[config.mk]
export PLATFORM = sky130hd
export DESIGN_NAME = calc_cursor_ctrl
export DESIGN_NICKNAME = d
export VERILOG_FILES = /design/src/rtl/calc_cursor_ctrl.sv
export SDC_FILE = /design/constraint.sdc
export NUM_CORES = 1
export LEC_CHECK = 0
export CORE_MARGIN = 2
export CORE_UTILIZATION = 40
export DETAILED_ROUTE_END_ITERATION = 10
export GPL_ROUTABILITY_DRIVEN = 0
export SLEW_MARGIN = 20
export SYNTH_ARGS = -nofsm -noshare
export SYNTH_HDL_FRONTEND = slang
export SYNTH_SLANG_ARGS = --single-unit
[constraint.sdc]
create_clock -name clk_in -period 6.15 [get_ports clk_in]
set_input_delay 1.23 -clock clk_in [delete_from_list [all_inputs] [get_ports clk_in]]
set_output_delay 1.23 -clock clk_in [all_outputs]
set_load 0.02 [all_outputs]
[src/rtl/calc_cursor_ctrl.sv]
// calc_cursor_ctrl
// Keypad navigation controller for the calculator UI. It synchronises and
// debounces five raw push-buttons and keeps the cursor on the 4x3 button grid.
// On a select press it offers the key under the cursor to the calculator core.
//
// State table:
//   state | meaning
//   IDLE  | no key offer pending; a select press starts a new offer
//   OFFER | key_valid high, key_code frozen until key_valid & key_ready
//
// Ports:
//   clk_in     in   system clock
//   sys_rst    in   asynchronous active-high reset
//   btn_up     in   raw button, asynchronous to clk_in
//   btn_down   in   raw button, asynchronous to clk_in
//   btn_left   in   raw button, asynchronous to clk_in
//   btn_right  in   raw button, asynchronous to clk_in
//   btn_sel    in   raw button, asynchronous to clk_in
//   cursor_x   out  cursor column 0..2
//   cursor_y   out  cursor row 0..3
//   key_valid  out  key offer pending
//   key_code   out  offered key code, meaningful only while key_valid=1
//   key_ready  in   core accepts the offered key
//   key_drop   out  one-cycle pulse when a select press hits a pending offer
module calc_cursor_ctrl #(
  parameter int DEBOUNCE_CYCLES = 500000,
  parameter int CNT_W           = 20
) (
  input  logic       clk_in,
  input  logic       sys_rst,
  input  logic       btn_up,
  input  logic       btn_down,
  input  logic       btn_left,
  input  logic       btn_right,
  input  logic       btn_sel,
  output logic [3:0] cursor_x,
  output logic [3:0] cursor_y,
  output logic       key_valid,
  output logic [3:0] key_code,
  input  logic       key_ready,
  output logic       key_drop
);

  typedef enum logic {IDLE = 1'b0, OFFER = 1'b1} state_t;

  // Button bit positions: 0 sel, 1 up, 2 down, 3 left, 4 right.
  localparam int NB = 5;
  localparam logic [CNT_W-1:0] CNT_LAST = CNT_W'(DEBOUNCE_CYCLES - 1);

  logic [NB-1:0]    btn_raw;
  logic [NB-1:0]    sync_1;
  logic [NB-1:0]    sync_2;
  logic [NB-1:0]    stable;
  logic [NB-1:0]    stable_d;
  logic [CNT_W-1:0] cnt [NB];
  logic [NB-1:0]    press;

  logic sel_act, up_act, down_act, left_act, right_act;

  logic [1:0] x_q, y_q;
  state_t     state_q, state_d;
  logic       valid_q, valid_d;
  logic [3:0] code_q, code_d;
  logic       drop_q, drop_d;

  assign btn_raw = {btn_right, btn_left, btn_down, btn_up, btn_sel};

  always_ff @(posedge clk_in or posedge sys_rst) begin
    if (sys_rst) begin
      sync_1   <= '0;
      sync_2   <= '0;
      stable   <= '0;
      stable_d <= '0;
      for (int i = 0; i < NB; i++) cnt[i] <= '0;
    end else begin
      sync_1   <= btn_raw;
      sync_2   <= sync_1;
      stable_d <= stable;
      for (int i = 0; i < NB; i++) begin
        if (sync_2[i] == stable[i]) begin
          cnt[i] <= '0;
        end else if (cnt[i] == CNT_LAST) begin
          stable[i] <= sync_2[i];
          cnt[i]    <= '0;
        end else begin
          cnt[i] <= cnt[i] + 1'b1;
        end
      end
    end
  end

  // Rising edge of the debounced level; a held button yields one pulse.
  assign press = stable & ~stable_d;

  // Only the highest-priority press in a cycle acts.
  assign sel_act   = press[0];
  assign up_act    = press[1] & ~press[0];
  assign down_act  = press[2] & ~|press[1:0];
  assign left_act  = press[3] & ~|press[2:0];
  assign right_act = press[4] & ~|press[3:0];

  // y wraps naturally in 2 bits; x needs explicit wrap over 0..2.
  always_ff @(posedge clk_in or posedge sys_rst) begin
    if (sys_rst) begin
      x_q <= 2'd1;
      y_q <= 2'd1;
    end else begin
      if (up_act)    y_q <= y_q - 2'd1;
      if (down_act)  y_q <= y_q + 2'd1;
      if (left_act)  x_q <= (x_q == 2'd0) ? 2'd2 : x_q - 2'd1;
      if (right_act) x_q <= (x_q == 2'd2) ? 2'd0 : x_q + 2'd1;
    end
  end

  function automatic logic [3:0] key_map(input logic [1:0] row, input logic [1:0] col);
    logic [3:0] code;
    code = 4'h0;
    case ({row, col})
      4'b00_00: code = 4'h1;
      4'b00_01: code = 4'h2;
      4'b00_10: code = 4'h3;
      4'b01_00: code = 4'h4;
      4'b01_01: code = 4'h5;
      4'b01_10: code = 4'h6;
      4'b10_00: code = 4'h7;
      4'b10_01: code = 4'h8;
      4'b10_10: code = 4'h9;
      4'b11_00: code = 4'hA;
      4'b11_01: code = 4'h0;
      4'b11_10: code = 4'hB;
      default:  code = 4'h0;
    endcase
    return code;
  endfunction

  always_ff @(posedge clk_in or posedge sys_rst) begin
    if (sys_rst) begin
      state_q <= IDLE;
      valid_q <= 1'b0;
      code_q  <= 4'h0;
      drop_q  <= 1'b0;
    end else begin
      state_q <= state_d;
      valid_q <= valid_d;
      code_q  <= code_d;
      drop_q  <= drop_d;
    end
  end

  always_comb begin
    state_d = state_q;
    valid_d = valid_q;
    code_d  = code_q;
    drop_d  = 1'b0;
    case (state_q)
      IDLE: begin
        if (sel_act) begin
          code_d  = key_map(y_q, x_q);
          valid_d = 1'b1;
          state_d = OFFER;
        end
      end
      OFFER: begin
        // A select arriving with the handshake is still dropped: no back-to-back offer.
        if (sel_act) drop_d = 1'b1;
        if (key_ready) begin
          valid_d = 1'b0;
          state_d = IDLE;
        end
      end
      default: state_d = IDLE;
    endcase
  end

  assign cursor_x  = {2'b00, x_q};
  assign cursor_y  = {2'b00, y_q};
  assign key_valid = valid_q;
  assign key_code  = code_q;
  assign key_drop  = drop_q;

endmodule
== Yosys cells after proc, flatten, opt, wreduce, memory -nomap -nowiden ==
Memory sizes are Yosys's and may differ from the RTL's. A register that Yosys moved wholly into a read port is not among the register bits.
Index checks and enable logic that the tools add are counted.
Operators by class
  shift operators: 0
  div/mod/pow operators: 0
  bitwise gates (word level): 13
  multipliers: 0
  $add $sub $neg: 9
  eq/ne operators: 13
  order comparisons: 0
  reduce and logical (&&, ||, !) cells: 16
  mux-type cells: 23
Operator list (number)
  20-bit two-way mux: 10
  20-bit by 1-bit adder with 20-bit output, second input constant: 5
  20-bit by 19-bit equality test with 1-bit output, second input constant: 5
  2-bit AND reduction: 7
  2-bit two-way mux: 6
  1-bit inverter: 7
  5-bit AND: 1
  1-bit equality test: 5
  1-bit two-way mux: 5
  5-bit inverter: 1
  2-bit by 1-bit adder with 2-bit output, second input constant: 2
  1-bit AND: 4
  2-bit != test, second input constant: 2
  1-bit case mux with 2 select lines: 2
  2-bit nonzero test: 2
  4-bit OR reduction: 1
  2-bit by 1-bit subtractor with 2-bit output, second input constant: 2
  1-bit zero test: 3
  3-bit OR reduction: 1
  2-bit equality test, second input constant: 1
  2-bit zero test: 1
  2-bit OR reduction: 1
Storage, ports and cells
  memories kept: 1
  ROM bits: 64
  latch bits: 0
  bits of input ports: 8
  RAM bits: 0
  register bits after elaboration: 127
  word-level logic and storage cells: 93
  output and inout port bits: 14
Memory list
  (name not given): words 16, bits a word 4, read ports 1, clocked after Yosys merged registers in 1, write ports 0, line 118  | case ({row, col})

== Depth between registers and ports, before layout ==
  depth in word-level cells: 7
  depth in mapped cells: 7
  mapped depth without buffers: 6

== Least setup slack after synthesis ==
No wires, ideal clock.
  path type: register -> register
  start point: register cnt[20] (netlist bit)
  end point: register cnt[28] (netlist bit)
  buffers on the path: 1
  arrival time: 1.729 ns
  slack: 4.299 ns
  data required time: 6.029 ns
  cell stages (with the launch flop): 7
  path through: dfrtp_1 ha_1 nand4_2 or3_1 o21bai_2 buf_2 nor2_1
Between the ends
  longest elaborated chain between the ends: 3
  elaborated cells between the ends (all ways): 4
Ends and longest elaborated chain
  start: declaration: line 55  | logic [CNT_W-1:0] cnt [NB];
  start signal: indexed assignment: line 86  | cnt[i] <= cnt[i] + 1'b1;
  20-bit by 1-bit adder with 20-bit output or 20-bit by 19-bit equality test with 1-bit output (tied branches): line 86, 82
  20-bit two-way mux (*): line 82  | end else if (cnt[i] == CNT_LAST) begin
  20-bit two-way mux (*): line 80  | if (sync_2[i] == stable[i]) begin
Every way passes the cells marked *; elsewhere a longest branch is shown, timed or not.
A chain may end at the register's enable or synchronous reset.

== Final worst setup path ==
  start point: register y_q[0]
  end point: output port cursor_y[0]
RTL lines
  start: declaration: line 60  | logic [1:0] x_q, y_q;
  start signal: assignment: line 108  | if (up_act) y_q <= y_q - 2'd1;
  start signal: assignment: line 109  | if (down_act) y_q <= y_q + 2'd1;
  end: declaration: line 37  | output logic [3:0] cursor_y,
No word-level cell between the ends.

==> run_results.csv <==
group,metric,value,unit
outcome,run_status,"completed",
clock_network,cts.sink_count,131,
die,dieArea,0.0168,mm^2
global_routing,grt_pass1_wl,21.7,mm
setup_path,cp-end-kind,"output pin",
job,drv_cap,0,
layout,register_area,0.00328,mm^2
clock_network,clk_pin_slew,0.06,ns
setup_path,regToRegSetupSlack,3.89,ns
die,start_util,41.3,%
timing,finalMaxSlewViolations,0,
setup_path,slowest_stage,"clkdlybuf4s50_1",
global_routing,overflow,0,
die,num_rows,45,
die,ios,22,
clock_network,ctsHoldBuffers,0,
timing,setup_tns,0,ns
die,fp.coreArea,0.0153,mm^2
place,port_buffers,17,
logic_synthesis,synth_seq_area_share,51.9,%
global_routing,grt_max_degree,60,
logic_synthesis,synth_area_leaders,"dfrtp_1 (51%), xnor2_1 (8.2%), nor2_1 (5.9%)",
logic_synthesis,synth_top_area_share,51.1,%
layout,layout-drive-gt1-share,8.25,%
setup_path,cp_num_buf_inv,1,
min_path,worstHoldPathType,"flip-flop to flip-flop",
place,dpl-instance-area,0.00669,mm^2
timing,min_period,2.84,ns
pwr,p_seq_share,44.1,%
logic_synthesis,async_flop_share,100,%
setup_path,cp_slowest_stage_delay,0.62,ns
setup_path,cp-start-kind,"flip-flop",
logic_synthesis,ys.flop_type,"dfrtp_1",
logic_synthesis,yosysWarnings,0,
detailed_routing,postRouteAntennaNets,0,
timing,whs,0.348,ns
logic_synthesis,synth_area,0.00632,mm^2
detailed_routing,avgViaCountPerCell,5.24,
clock_network,clock_latency,0.41,ns
setup_path,arrival,1.61,ns
logic_synthesis,synth-seq-cells,131,
clock_network,clk_path_buf_depth,2,
pwr,combPwrFrac,2.6,%
logic_synthesis,synthTopCellsByCount,"dfrtp_1 (129), nor2_1 (99), xnor2_1 (59)",
logic_synthesis,synth_edf_count,0,
timing,fmax,0.352,GHz
setup_path,cp_cell_sequence,"clkdlybuf4s50_1",
detailed_routing,num_vias,4605,
pwr,p_per_area,275,mW/mm^2
die,die_w,130,um
layout,nFillCells,1417,
detailed_routing,drt_wl_total,12.2,mm
timing,rsz0062_at_grt,"false",
detailed_routing,drtIter0Drc,284,
clock_network,cts.repair.resized,0,
setup_path,crit_family,"buffers and inverters",
layout,nNetsFinal,671,
logic_synthesis,ys_types,48,
timing,min_period_over_period,46.2,%
die,die_y,130,um
timing,hold_viol_final,0,
pwr,p_leak,0.00291,uW
clock_network,h-tree-depth,4,
detailed_routing,first_pass_iters,5,
pwr,peakVddDrop,224,uV
clock_network,post_cts_buffers,0,
layout,final_area,0.00733,mm^2
clock_network,cts-root-buf,"clkbuf_16",
pwr,clkPwrFrac,53.3,%
timing,clock-skew-final,0.0112,ns
logic_synthesis,syn_avg_cell_area,10.1,um^2
timing,worst_slew_pin_slew,1.01,ns
setup_path,critPathRequiredTime,4.92,ns
pwr,intPower,1600,uW
setup_path,cp_max_fo,6,
layout,syn2layout_area_growth,16.0,%
logic_synthesis,synthCells,628,
pwr,finalPower,2010,uW
logic_synthesis,yosysTopAreaCell,"dfrtp_1",
logic_synthesis,synth.most_common_cell,"dfrtp_1",
place,dp_hpwl,8.19,mm
detailed_routing,wl_per_cell,13.9,um
timing,setup_viol,0,
layout,num_antenna_cells,0,
timing,relSlewSlack,32.3,%
global_routing,grt_pass1_vias,4600,
setup_path,crit_type,"flip-flop to output pin",
layout,multi_input_area,0.00285,mm^2
global_routing,track_usage,16.1,%
clock_network,cts_tree,"yes",
pwr,sw_frac_of_total,20.5,%
pwr,p_switching,412,uW
detailed_routing,drc,0,
global_routing,grt_antenna_before_repair,0,
clock_network,cts_made_buffers,17,
==> kinds of logic after synthesis <==
logic type                 Yosys count  share of synthesized area, %
DFF                                131                          51.9
muxes                               17                          3.01
buffers and inverters               46                          3.30
and+or+nand+nor                    302                          24.8
xor gates and xnor gates            79                          10.9
adders and majority gates            9                          1.78
other                                1                        0.0593
AOI/OAI and AO/OA                   43                          4.24
==> per-stage QoR <==
step                instances  util, %  setup WS, ns
finish                    878     47.9          3.31
global route              878     47.9          3.27
CTS                       878     47.8          3.29
detailed placement        846     43.7          3.38
global placement          846     43.7          3.42
floorplan                 631        -          1.43
==> power by group through the flow <==
stage / Clock, uW / Combinational [uW] / Sequential, uW
CTS: 1090 / 55.3 / 886
finish: 1070 / 53.1 / 886
detailed placement: 0 / 54.5 / 901
floorplan: 0 / 42.4 / 898
global placement: 0 / 53.1 / 901
global route: 1140 / 62.6 / 888
==> registers in the layout (all words and copies together), names as in the netlist <==
signal,cells
key_code,4
state_q,1
x_q,2
key_valid,1
stable,5
sync_2,5
sync_1,5
stable_d,5
cnt,100
y_q,2
key_drop,1
==> per-layer routing <==
metal / wire, um / global-route usage, % / part of all wire (%) / vias to the layer above
met5: 0 / 0 / 0 / -
met4: 79 / 4.24 / 0.65 / 0
met3: 349 / 4.31 / 2.9 / 7
met2: 5800 / 25.2 / 47 / 64
met1: 6000 / 22.4 / 49 / 2283
li1: - / - / - / 2251
==> cells in the final DEF, fill, tap and decap left out, drive strengths merged, types with 3 or more instances in the layout <==
cell type and n:
inv 31, clkdlybuf4s50 17, nand2 36, and3 3
ha 9, or4 7, dfrtp 129, conb 4
mux2i 10, clkbuf 24, nor4 29, a21oi 16
o21bai 3, xor2 20, bufinv 4, nor4b 5
nand3 30, o21ai 16, nor2 99, or3 10
mux2 6, nor3 24, or2 4, nand4 38
o31ai 3, xnor2 59, and4 6
==> layout make-up <==
cell class | instances | area share (%)
clock buffers | 24 | 6.57
clock inverters | 8 | 2.03
inverters | 31 | 1.62
multi-input cells | 454 | 38.9
flip-flops and latches | 131 | 44.8
well taps | 211 | 3.60
repair buffers | 19 | 2.53
==> path summary, 6_finish.rpt <==
check	start	end	depth (start not counted)
max	y_q[0]	cursor_y[0]	1
min	sync_1[1]	sync_2[1]	0
max reg2reg	cnt[20]	cnt[36]	5
min reg2reg	sync_1[1]	sync_2[1]	0
max in group asynchronous	sys_rst	cnt[60]	3
min in group asynchronous	sys_rst	sync_1[2]	2
Note: power is estimated with default switching activity, not from simulation.
